### config.mk
export PLATFORM = sky130hd
export DESIGN_NAME = mux16_rr_sched
export DESIGN_NICKNAME = d
export VERILOG_FILES = /design/src/rtl/mux16_rr_sched.sv
export SDC_FILE = /design/constraint.sdc
export NUM_CORES = 1
export LEC_CHECK = 0
export BUFFER_PORTS_ARGS = -buffer_cell sky130_fd_sc_hd__buf_4
export CAP_MARGIN = 25
export CORE_ASPECT_RATIO = 0.7
export CORE_MARGIN = 5
export CORE_UTILIZATION = 40
export DETAILED_ROUTE_END_ITERATION = 8
export GPL_ROUTABILITY_DRIVEN = 0
export PLACE_DENSITY = 0.66
export REMOVE_ABC_BUFFERS = 1
export SYNTH_ARGS = -nofsm -noshare
export SYNTH_HDL_FRONTEND = slang
export SYNTH_SLANG_ARGS = --single-unit
### constraint.sdc
create_clock -name clk -period 7.4 [get_ports clk]
set_input_delay 1.48 -clock clk [delete_from_list [all_inputs] [get_ports clk]]
set_output_delay 1.48 -clock clk [all_outputs]
set_load 0.02 [all_outputs]
### src/rtl/mux16_rr_sched.sv
// mux16_rr_sched: round-robin 16:1 mux scheduler that grants one channel for up to BURST_LEN beats
module mux16_rr_sched #(
    parameter int BURST_LEN = 4
) (
    input  logic        clk,
    input  logic        rst,
    input  logic [15:0] req,
    input  logic [15:0] data,
    input  logic        out_ready,
    output logic [3:0]  sel,
    output logic [15:0] grant,
    output logic        out_bit,
    output logic        out_valid,
    output logic        burst_done
);
    localparam logic [0:0] IDLE = 1'b0;
    localparam logic [0:0] XFER = 1'b1;
    logic [0:0]  state_q, state_d;
    logic [3:0]  sel_q, sel_d, last_q, last_d, win, idx;
    logic [15:0] grant_q, grant_d;
    logic [4:0]  cnt_q, cnt_d;
    logic        done_q, done_d, found;
    // Search starts just past the previous winner; the wrap lands on last itself as the final candidate
    always_comb begin
        win = last_q;
        found = 1'b0;
        idx = '0;
        for (int k = 1; k <= 16; k++) begin
            idx = last_q + 4'(k);
            if (!found && req[idx]) begin
                win = idx;
                found = 1'b1;
            end
        end
    end
    assign out_valid  = (state_q == XFER) && req[sel_q];
    assign out_bit    = data[sel_q];
    assign sel        = sel_q;
    assign grant      = grant_q;
    assign burst_done = done_q;
    always_comb begin
        state_d = state_q;
        sel_d   = sel_q;
        last_d  = last_q;
        grant_d = grant_q;
        cnt_d   = cnt_q;
        done_d  = 1'b0;
        if (state_q == IDLE) begin
            if (found) begin
                state_d = XFER;
                sel_d   = win;
                last_d  = win;
                grant_d = 16'(1) << win;
                cnt_d   = '0;
            end
        end else if (!req[sel_q]) begin
            state_d = IDLE;
            grant_d = '0;
        end else if (out_ready) begin
            state_d = (cnt_q == 5'(BURST_LEN - 1)) ? IDLE : XFER;
            grant_d = (cnt_q == 5'(BURST_LEN - 1)) ? 16'h0 : grant_q;
            done_d  = (cnt_q == 5'(BURST_LEN - 1));
            cnt_d   = (cnt_q == 5'(BURST_LEN - 1)) ? cnt_q : cnt_q + 5'd1;
        end
    end
    always_ff @(posedge clk) begin
        if (rst) begin
            state_q <= IDLE;
            sel_q   <= '0;
            last_q  <= 4'd15;
            grant_q <= '0;
            cnt_q   <= '0;
            done_q  <= 1'b0;
        end else begin
            state_q <= state_d;
            sel_q   <= sel_d;
            last_q  <= last_d;
            grant_q <= grant_d;
            cnt_q   <= cnt_d;
            done_q  <= done_d;
        end
    end
endmodule

=== After elaboration in Yosys (flattened, before gate mapping) ===
Index checks and enable logic that the tools add are counted.

* Add/subtract/negate cells: 16
* $lt $le $gt $ge: 17
* Eq/ne operators: 6
* Shift operators: 1
* Muxes and demuxes: 83
* Bitwise gates (word level): 3
* Reductions and logical operators: 36

{| class="wikitable"
|+ Operators by type and width
! cell !! count
|-
| < comparator 4 x 5 -> 1 bit, second input constant || 17
|-
| two-way mux 16 bit || 5
|-
| binary-select mux 1 bit (select 4 bit) || 18
|-
| two-way mux 4 bit || 16
|-
| two-way mux 1 bit || 39
|-
| adder 4 bit, second input constant || 8
|-
| two-way mux 5 bit || 5
|-
| adder 4 x 3 -> 4 bit, second input constant || 4
|-
| logical AND 1 bit || 16
|-
| left shift 1 x 4 -> 16 bit, first input constant || 1
|-
| logical NOT 1 bit || 15
|-
| adder 4 x 2 -> 4 bit, second input constant || 2
|-
| adder 5 x 1 -> 5 bit, second input constant || 1
|-
| == test 5 x 2 -> 1 bit, second input constant || 1
|-
| adder 4 x 1 -> 4 bit, second input constant || 1
|-
| inequality test 2 bit, second input constant || 2
|-
| AND reduction 4 bit || 1
|-
| OR reduction 4 bit || 1
|-
| inequality test 3 x 2 -> 1 bit, second input constant || 1
|-
| inequality test 3 bit, second input constant || 1
|-
| inverter 1 bit || 3
|-
| AND reduction 3 bit || 1
|-
| inequality test 2 x 1 -> 1 bit, second input constant || 1
|-
| AND reduction 2 bit || 1
|-
| nonzero test 2 bit || 1
|}

* Register bits: 31
* Output and inout bits: 23

=== Logic depth before layout (Yosys ltp) ===
Gate-level depths: netlist of the first run.

* Depth after elaboration: 52
* Mapped depth: 18
* Gate-level depth less buffers: 12

=== Worst setup path after synthesis of the first run ===
No wires, ideal clock.

* Path type: input to register
* Start: input req[5]
* End: register grant_q[15], in the netlist grant[15]
* Arrival time: 4.584 ns
* Required time: 7.283 ns
* Setup slack: 2.698 ns
* Cell stages on the path: 10
* Path buffers: 1
* Cells stage by stage: mux4_2 mux4_2 or2_0 or4b_4 nor4b_4 and3_1 nand2b_1 and2_1 clkbuf_1 a32o_1

* Cells in the longest elaborated chain, start to end: 51
* Elaborated cells between the ends (all ways): 104
* Those cells by class: 2 x eq/ne; 1 x shift; 69 x mux; 32 x reduce/logical

{| class="wikitable"
|+ RTL lines
! element !! RTL line !! RTL
|-
| start: declaration || 7 || <nowiki>input logic [15:0] req,</nowiki>
|-
| binary-select mux 1 bit (select 4 bit) || 30 || <nowiki>if (!found && req[idx]) begin</nowiki>
|-
| two-way mux 1 bit (implied by the code) || 30 ||
|-
| two-way mux 1 bit || 30 ||
|-
| logical NOT 1 bit || 30 ||
|-
| logical AND 1 bit || 30 ||
|-
| two-way mux 1 bit || 30 ||
|-
| logical NOT 1 bit || 30 ||
|-
| logical AND 1 bit || 30 ||
|-
| [35 not listed] || -- ||
|-
| logical AND 1 bit || 30 ||
|-
| two-way mux 1 bit || 30 ||
|-
| logical NOT 1 bit || 30 ||
|-
| logical AND 1 bit || 30 ||
|-
| two-way mux 4 bit || 30 ||
|-
| left shift 1 x 4 -> 16 bit || 53 || <nowiki>grant_d = 16'(1) << win;</nowiki>
|-
| two-way mux 16 bit || 49 || <nowiki>if (found) begin</nowiki>
|-
| two-way mux 16 bit || 48 || <nowiki>if (state_q == IDLE) begin</nowiki>
|-
| end signal: assignment || 78 || <nowiki>grant_q <= grant_d;</nowiki>
|-
| end: declaration || 20 || <nowiki>logic [15:0] grant_q, grant_d;</nowiki>
|}

Parallel ways exist; a longest one is shown, timed or not. The select of a mux whose other input is x is not followed.
A chain may end at the register's enable or synchronous reset.

=== Worst setup path in the final report of the first run ===
* Start: register last_q[0]
* End: register grant_q[3], in the netlist grant[3]

* Cells in the longest elaborated chain, start to end: 52
* Elaborated cells between the ends (all ways): 114
* Those cells by class: 15 x add/sub; 1 x shift; 66 x mux; 32 x reduce/logical

{| class="wikitable"
|+ RTL lines
! element !! RTL line !! RTL
|-
| start: declaration || 19 || <nowiki>logic [3:0] sel_q, sel_d, last_q, last_d, win, idx;</nowiki>
|-
| start signal: assignment || 77 || <nowiki>last_q <= last_d;</nowiki>
|-
| adder 4 x 1 -> 4 bit || 29 || <nowiki>idx = last_q + 4'(k);</nowiki>
|-
| binary-select mux 1 bit (select 4 bit) || 30 ||
|-
| two-way mux 1 bit (implied by the code) || 30 ||
|-
| two-way mux 1 bit || 30 ||
|-
| logical NOT 1 bit || 30 ||
|-
| logical AND 1 bit || 30 ||
|-
| two-way mux 1 bit || 30 ||
|-
| logical NOT 1 bit || 30 ||
|-
| [36 not listed] || -- ||
|-
| logical AND 1 bit || 30 ||
|-
| two-way mux 1 bit || 30 ||
|-
| logical NOT 1 bit || 30 ||
|-
| logical AND 1 bit || 30 ||
|-
| two-way mux 4 bit || 30 ||
|-
| left shift 1 x 4 -> 16 bit || 53 ||
|-
| two-way mux 16 bit || 49 ||
|-
| two-way mux 16 bit || 48 ||
|}

Parallel ways exist; a longest one is shown, timed or not. The select of a mux whose other input is x is not followed.

==> results of run 1 <==
routing by layer:
| metal | global-route usage (%) | up-vias | routed length, um |
|---|---|---|---|
| met5 | 0 | - | 0 |
| met4 | 2.85 | 0 | 108 |
| met3 | 4.72 | 14 | 1240 |
| met2 | 31.1 | 224 | 5460 |
| met1 | 31.0 | 1946 | 5650 |
| li1 | - | 1801 | - |
cell type report:
cell class              count  area [sq um]
clock buffers               5           125
multi-input cells         354          3260
flip-flops and latches     31           621
repair buffers             62           485
well taps                 128           160
clock inverters             3          20.0
fillers                   879          5080
inverters                  13          48.8
kinds of logic (layout without fill, tap and decap cells):
family | Yosys count | in the layout | share of synthesized area, %
muxes | 90 | 90 | 35.3
buffers and inverters | 40 | 83 | 4.26
DFF | 31 | 31 | 15.3
xor gates and xnor gates | 14 | 14 | 3.21
and+or+nand+nor | 126 | 126 | 17.4
AOI/OAI and AO/OA | 115 | 115 | 21.7
adders and majority gates | 9 | 9 | 2.78
cell usage in the layout (no fill, tap or decap), drive strengths merged, types with 13 or more instances in the layout:
cell	n
inv	13
mux2	22
nor3	13
a21oi	24
a32o	17
nand2	34
mux4	40
mux2i	28
nor2	18
buf	62
dfxtp	31
sequential cells by signal, indices dropped and copies added, names as in the netlist:
| signal | flops |
|---|---|
| state_q | 1 |
| last_q | 4 |
| cnt_q | 5 |
| sel | 4 |
| grant | 16 |
| burst_done | 1 |
per-stage QoR:
stage	instance area, sq um	utilization [%]	cells	worst slack [ns]	hold WS, ns
CTS	4690	47.9	595	1.63	0.469
floorplan	3930	-	398	1.94	0.522
global placement	4540	46.4	587	1.83	0.453
detailed placement	4540	46.4	587	1.65	0.457
finish	4720	48.1	596	1.51	0.466
global route	4720	48.1	596	1.17	0.499
final timing paths:
check / start / end / slack [ns] / cells after the start
setup / recovery: last_q[0]$_SDFFE_PP1P_ / grant[3]$_SDFFE_PP0P_ / 1.51 / 12
hold reg to reg: grant[8]$_SDFFE_PP0P_ / grant[8]$_SDFFE_PP0P_ / 0.47 / 1
hold / removal: grant[8]$_SDFFE_PP0P_ / grant[8]$_SDFFE_PP0P_ / 0.47 / 1
setup reg to reg: last_q[0]$_SDFFE_PP1P_ / grant[3]$_SDFFE_PP0P_ / 1.51 / 12
==> flow_metrics.env, run 1 <==
export IMPL_status="finished, final reports clean"
export IMPL_rsz0062_at_grt="false"
export IMPL_wirelength_um=12400
export IMPL_tightest_slew_ns=1.01
export IMPL_htree_levels=2
export IMPL_port_buffers=57
export IMPL_clockRootBuffer="clkbuf_16"
export IMPL_hp_class="reg -> reg"
export IMPL_fin_skew_ns=0.00542
export IMPL_synth_seq_cells=31
export IMPL_setup_tns_ns=0
export IMPL_worst_ep_arrival_time_ns=6.06
export IMPL_cts_tree="yes"
export IMPL_crit_path_end_kind="flip-flop"
export IMPL_synth_most_common_cell="mux4_2"
export IMPL_drtAntennaViolNets=0
export IMPL_synthArstFlopShare_pct=0
export IMPL_synth_edf_count=0
export IMPL_via_per_inst=6.69
export IMPL_drv_slew=0
export IMPL_ys_flop_type="dfxtp_1"
export IMPL_crit_slowest_cell="ha_1"
export IMPL_die_h_um=94.2
export IMPL_ctsResizeCount=0
export IMPL_grt_max_degree=32
export IMPL_worstPathCellList="buf_4 -> inv_1 -> ha_1 -> mux2_2 -> mux4_2 -> mux2i_1 -> nand3_1 -> nor4b_4 -> a41o_1 -> or2_2 -> and3b_1 -> a32o_1"
export IMPL_min_period_ns=5.89
export IMPL_ys_types=70
export IMPL_design_die_area_sq_um=12300
export IMPL_cts_buffer_depth=2
export IMPL_coreArea_sq_um=9800
export IMPL_synth_area_sq_um=4050
export IMPL_cp_num_buf_inv=2
export IMPL_path_clk_slew_ns=0.05
export IMPL_post_route_period_util_pct=79.7
export IMPL_grt_pass1_vias=3903
export IMPL_diodes=0
export IMPL_crit_fanout=29
export IMPL_cts_inserted_buffers=5
export IMPL_crit_family="multiplexers"
export IMPL_antenna_found_initial=0
export IMPL_grt_pass1_wl_um=20500
export IMPL_route_detailed_wl_per_inst_um=20.9
export IMPL_critPathMaxStageDelay_ns=1.08
export IMPL_drt_initial_drc_count=494
export IMPL_cp_required_ns=7.57
export IMPL_firstDrtPassIters=5
export IMPL_rows=30
export IMPL_hold_viol_final=0
export IMPL_start_kind="flip-flop"
export IMPL_cts_sinks=31
export IMPL_netlist_area_leader_share_pct=22.2
export IMPL_synth_avg_cell_area_sq_um=9.53
export IMPL_fmax_mhz=170
export IMPL_area_delta_synth_final_pct=16.5
export IMPL_synthTopCellsByArea="mux4_2 (22%), dfxtp_1 (15%), mux2i_1 (6.9%)"
export IMPL_grt_usage_pct=20.8
export IMPL_yosysSeqAreaShare_pct=15.3
export IMPL_grt_overflow=0
export IMPL_dp_hpwl_um=9340
export IMPL_worstSkewPairLatency_ns=0.28
export IMPL_initial_core_util_pct=41.3
export IMPL_ctsHoldBuffers=0
export IMPL_yosys_warnings=0
export IMPL_netlist_top_cell_by_area="mux4_2"
export IMPL_drc=0
export IMPL_synthTopCellsByCount="mux4_2 (40), nand2_1 (34), dfxtp_1 (31)"
export IMPL_final_nets=511
export IMPL_setup_viol=0
export IMPL_die_w_um=130
export IMPL_post_cts_buffers=0
export IMPL_synthCells=425
export IMPL_crit_type="reg -> reg"
export IMPL_slew_headroom_pct=32.4
export IMPL_io_pins=58
export IMPL_cap_violations=0
export IMPL_via_count=3985
export IMPL_drive_gt1_share_pct=31.2
Power of run 1 is not shown: default switching activity piles up to over one toggle a cycle in this logic, so the estimate is an artifact.
==> inputs of run 2 (changes only) <==
==> constraint.sdc (replaced) <==
create_clock -name clk -period 5.72 [get_ports clk]
set_input_delay 1.144 -clock clk [delete_from_list [all_inputs] [get_ports clk]]
set_output_delay 1.144 -clock clk [all_outputs]
set_load 0.02 [all_outputs]
==> run 2 against run 1 <==
Against the previous run:
- flip-flop and latch count stayed put
- highest routed layer unchanged
- count of clock-buffer cells in the layout did not move
- register-to-register slack got worse by 1.0 ns
==> flow_metrics.env, run 2 (same netlist as run 1, synthesis figures left out) <==
export IMPL_status="finished, final reports clean"
export IMPL_coreArea_sq_um=9800
export IMPL_port_buffers=57
export IMPL_ctsResizeCount=0
export IMPL_grt_usage_pct=21.6
export IMPL_area_delta_synth_final_pct=18.0
export IMPL_grt_max_degree=32
export IMPL_firstDrtPassIters=5
export IMPL_crit_fanout=18
export IMPL_rsz0062_at_grt="false"
export IMPL_hold_viol_final=0
export IMPL_min_period_ns=5.24
export IMPL_crit_slowest_cell="ha_1"
export IMPL_cap_violations=0
export IMPL_worstSetupStartpoint="last_q[1]$_SDFFE_PP1P_"
export IMPL_cp_common_cell="nand3_1"
export IMPL_diodes=0
export IMPL_crit_type="reg -> reg"
export IMPL_cp_endpoint="grant[14]$_SDFFE_PP0P_"
export IMPL_grt_pass1_wl_um=21200
export IMPL_grt_pass1_vias=3884
export IMPL_hp_class="reg -> reg"
export IMPL_rr_endpoint="grant[14]$_SDFFE_PP0P_"
export IMPL_num_fill_cells=916
export IMPL_worstSkewPairLatency_ns=0.27
export IMPL_cp_required_ns=5.94
export IMPL_r2r_start="last_q[1]$_SDFFE_PP1P_"
export IMPL_design_die_area_sq_um=12300
export IMPL_initial_core_util_pct=41.3
export IMPL_slew_headroom_pct=34.5
export IMPL_cts_tree="yes"
export IMPL_worstRegToRegCells=12
export IMPL_largest_reg_flops=16
export IMPL_htree_levels=2
export IMPL_post_route_period_util_pct=91.6
export IMPL_fin_util_pct=48.8
export IMPL_cts_inserted_buffers=5
export IMPL_rows=30
export IMPL_layout_common_cells="buf_4 (66), mux4_2 (40), nand2_1 (34)"
export IMPL_worst_ep_arrival_time_ns=5.46
export IMPL_cts_buffer_depth=2
export IMPL_tightest_slew_ns=0.976
export IMPL_wirelength_um=13100
export IMPL_fin_skew_ns=0.00490
export IMPL_grt_overflow=0
export IMPL_start_kind="flip-flop"
export IMPL_io_pins=58
export IMPL_worstPathCellList="inv_1 -> ha_1 -> buf_4 -> mux2_2 -> mux4_2 -> mux2i_1 -> nand3_1 -> nor4b_4 -> nand3_1 -> a21oi_1 -> nor3b_2 -> a32o_1"
export IMPL_drtAntennaViolNets=0
export IMPL_final_common_cell="buf_4"
export IMPL_setup_tns_ns=0
export IMPL_via_count=4109
export IMPL_via_per_inst=6.84
export IMPL_path_clk_slew_ns=0.05
export IMPL_worst_r2r_setup_slack_ns=0.48
export IMPL_drt_initial_drc_count=476
export IMPL_drive_gt1_share_pct=31.9
export IMPL_drv_slew=0
export IMPL_critPathMaxStageDelay_ns=0.61
export IMPL_setup_viol=0
export IMPL_cts_sinks=31
export IMPL_post_cts_buffers=0
export IMPL_drc=0
export IMPL_die_h_um=94.2
export IMPL_ctsHoldBuffers=0
export IMPL_final_nets=516
export IMPL_dp_hpwl_um=9890
export IMPL_fmax_mhz=191
export IMPL_crit_path_end_kind="flip-flop"
export IMPL_route_detailed_wl_per_inst_um=21.8
export IMPL_die_w_um=130
export IMPL_clockRootBuffer="clkbuf_16"
export IMPL_antenna_found_initial=0
==> run 2: worst min-delay path by stage <==
stage	startpoint	to	slack, ns	depth (start not counted)
final	grant[3]$_SDFFE_PP0P_	grant[3]$_SDFFE_PP0P_	0.47	1
after global routing	grant[7]$_SDFFE_PP0P_	grant[7]$_SDFFE_PP0P_	0.48	1
after CTS	grant[13]$_SDFFE_PP0P_	grant[13]$_SDFFE_PP0P_	0.47	1
after detailed placement	grant[13]$_SDFFE_PP0P_	grant[13]$_SDFFE_PP0P_	0.46	1
after global placement	grant[1]$_SDFFE_PP0P_	grant[1]$_SDFFE_PP0P_	0.45	1
after floorplan	state_q$_SDFF_PP0_	cnt_q[1]$_SDFFE_PP0P_	0.52	2
==> run 2: area by class of cell <==
type                       count  area [sq um]  area share [%]
clock buffer                   5           125            2.62
tap                          128           160            3.35
timing repair buffer          67           523            10.9
clock inverter                 3          43.8           0.917
inverter                      13          48.8            1.02
multi-input combinational    354          3260            68.2
sequential                    31           621            13.0
==> run 2: per-layer routing <==
layer	vias up	share of wire, %	GRT usage (%)
met5	-	0	0
met4	0	1.2	3.29
met3	26	12	5.85
met2	269	43	30.7
met1	2007	44	32.9
li1	1807	-	-
==> run 2: critical path: cells and delay by family, from the launching register on <==
family	cells	cell delay, ns
buf+inv	2	0.50
flops	1	0.33
simple gates	4	1.59
mux	3	1.47
fa+ha+maj	1	0.61
compound gates	2	0.67
==> run 2: through the flow <==
stage | cell area (sq um) | hold WS [ns] | instances | worst slack [ns]
final | 4780 | 0.468 | 601 | 0.480
after global routing | 4780 | 0.483 | 601 | 0.237
after CTS | 4750 | 0.471 | 600 | 0.648
after detailed placement | 4580 | 0.458 | 592 | 0.555
after global placement | 4580 | 0.454 | 592 | 0.662
after floorplan | 3930 | 0.522 | 398 | 0.258
Power of run 2 is left out for the same reason.
==> inputs of run 3 (changes only) <==
--- a/config.mk
+++ b/config.mk
@@ -13,6 +13,7 @@
 export DETAILED_ROUTE_END_ITERATION = 8
 export GPL_ROUTABILITY_DRIVEN = 0
 export PLACE_DENSITY = 0.66
+export RECOVER_POWER = 100
 export REMOVE_ABC_BUFFERS = 1
 export SYNTH_ARGS = -nofsm -noshare
 export SYNTH_HDL_FRONTEND = slang
==> run 3 against run 2 <==
Against the previous run:
- routed wire length decreased by 0.65%
- worst setup slack got worse by 0.035 ns
- the run now ends with design-rule violations left
- cell count is the same
- global-route usage unchanged
- highest routed layer unchanged
- count of clock-buffer cells in the layout unchanged
- via count decreased by 1.4%
- flip-flop and latch count stayed put
- critical path type unchanged
==> flow_metrics.env, run 3 (same netlist as run 1, synthesis figures left out) <==
export IMPL_cts_tree="yes"
export IMPL_area_delta_synth_final_pct=15.4
export IMPL_firstDrtPassIters=8
export IMPL_wl_met1_um=5840
export IMPL_antenna_found_initial=0
export IMPL_setup_viol=0
export IMPL_io_pins=58
export IMPL_cap_violations=0
export IMPL_worstSetupStartpoint="last_q[1]$_SDFFE_PP1P_"
export IMPL_cp_common_cell="nand3_1"
export IMPL_post_cts_buffers=0
export IMPL_drive_gt1_share_pct=26.4
export IMPL_drc=1
export IMPL_met3_length_um=1460
export IMPL_critPathMaxStageDelay_ns=0.61
export IMPL_worst_ep_arrival_time_ns=5.49
export IMPL_dpl_instance_area_sq_um=4580
export IMPL_drv_slew=0
export IMPL_rsz0062_at_grt="false"
export IMPL_r2r_start="last_q[1]$_SDFFE_PP1P_"
export IMPL_crit_type="reg -> reg"
export IMPL_cts_sinks=31
export IMPL_crit_path_end_kind="flip-flop"
export IMPL_start_kind="flip-flop"
export IMPL_rr_endpoint="grant[12]$_SDFFE_PP0P_"
export IMPL_status="finished with violations"
export IMPL_tightest_slew_ns=0.949
export IMPL_via_per_inst=6.74
export IMPL_final_nets=516
export IMPL_post_route_period_util_pct=92.2
export IMPL_cp_required_ns=5.93
export IMPL_hp_class="reg -> reg"
export IMPL_route_detailed_wl_per_inst_um=21.6
export IMPL_slew_headroom_pct=36.3
export IMPL_worstRegToRegCells=13
export IMPL_grt_usage_pct=21.6
export IMPL_top_layer_used="met4"
export IMPL_design_die_area_sq_um=12300
export IMPL_crit_family="simple AND/OR/NAND/NOR gates"
export IMPL_cts_inserted_buffers=5
export IMPL_post_route_cell_area_sq_um=4670
export IMPL_clockRootBuffer="clkbuf_16"
export IMPL_die_h_um=94.2
export IMPL_min_period_ns=5.27
export IMPL_worstSkewPairLatency_ns=0.27
export IMPL_htree_levels=2
export IMPL_fmax_mhz=190
export IMPL_crit_slowest_cell="ha_1"
export IMPL_hp_start="grant[3]$_SDFFE_PP0P_"
export IMPL_dp_hpwl_um=9890
export IMPL_port_buffers=57
export IMPL_diodes=0
export IMPL_fin_util_pct=47.7
export IMPL_wl_met2_um=5600
export IMPL_die_w_um=130
export IMPL_fin_skew_ns=0.00418
export IMPL_cts_buffer_depth=2
export IMPL_via_count=4051
export IMPL_wirelength_um=13000
export IMPL_initial_core_util_pct=41.3
export IMPL_ctsResizeCount=0
export IMPL_ctsHoldBuffers=0
export IMPL_coreArea_sq_um=9800
export IMPL_worstPathCellList="inv_1 -> ha_1 -> buf_4 -> mux2_2 -> mux4_2 -> mux2i_1 -> nand3_1 -> nor4b_4 -> a32oi_1 -> nand3_1 -> xnor2_1 -> nor3_1 -> a32o_1"
export IMPL_num_fill_cells=948
export IMPL_final_common_cell="buf_4"
export IMPL_grt_overflow=0
export IMPL_grt_max_degree=32
export IMPL_drt_initial_drc_count=455
export IMPL_cp_num_buf_inv=2
export IMPL_grt_pass1_wl_um=21200
export IMPL_rows=30
export IMPL_whs_path_depth=1
export IMPL_hold_viol_final=0
export IMPL_largest_reg_flops=16
export IMPL_setup_tns_ns=0
export IMPL_path_clk_slew_ns=0.05
export IMPL_hold_path_end="grant[3]$_SDFFE_PP0P_"
export IMPL_drtAntennaViolNets=0
export IMPL_violations="design-rule violations"
export IMPL_layout_common_cells="buf_4 (43), mux4_2 (40), nand2_1 (34)"
export IMPL_grt_pass1_vias=3884
export IMPL_holdWs_ns=0.465
export IMPL_crit_fanout=18
export IMPL_worst_r2r_setup_slack_ns=0.45
[run 3: stage by stage]
stage                     setup slack (ns)  cells
after floorplan                      0.258    398
after global placement               0.662    592
after detailed placement             0.555    592
after CTS                            0.648    600
after global routing                 0.128    601
final                                0.445    601
[run 3: cell type report]
class / count / area [sq um] / share of cell area (%)
flip-flops and latches: 31 / 621 / 13.3
clock buffers: 5 / 125 / 2.68
inverters: 13 / 48.8 / 1.04
repair buffers: 67 / 437 / 9.34
multi-input cells: 354 / 3240 / 69.3
clock inverters: 3 / 43.8 / 0.937
well taps: 128 / 160 / 3.43
[run 3: metal layers]
| layer | up-vias | global-route usage (%) |
|---|---|---|
| met2 | 239 | 30.7 |
| met4 | 0 | 3.29 |
| met3 | 14 | 5.85 |
| met5 | - | 0 |
| li1 | 1818 | - |
| met1 | 1980 | 32.9 |
[run 3: worst max-delay path by stage]
stage / end / slack (ns) / cells after the start
global placement: grant[2]$_SDFFE_PP0P_ / 0.66 / 10
detailed placement: grant[14]$_SDFFE_PP0P_ / 0.55 / 10
finish: grant[12]$_SDFFE_PP0P_ / 0.45 / 13
global route: grant[12]$_SDFFE_PP0P_ / 0.13 / 13
CTS: grant[14]$_SDFFE_PP0P_ / 0.65 / 12
floorplan: grant[11]$_SDFFE_PP0P_ / 0.26 / 11
Power of run 3 is left out for the same reason.
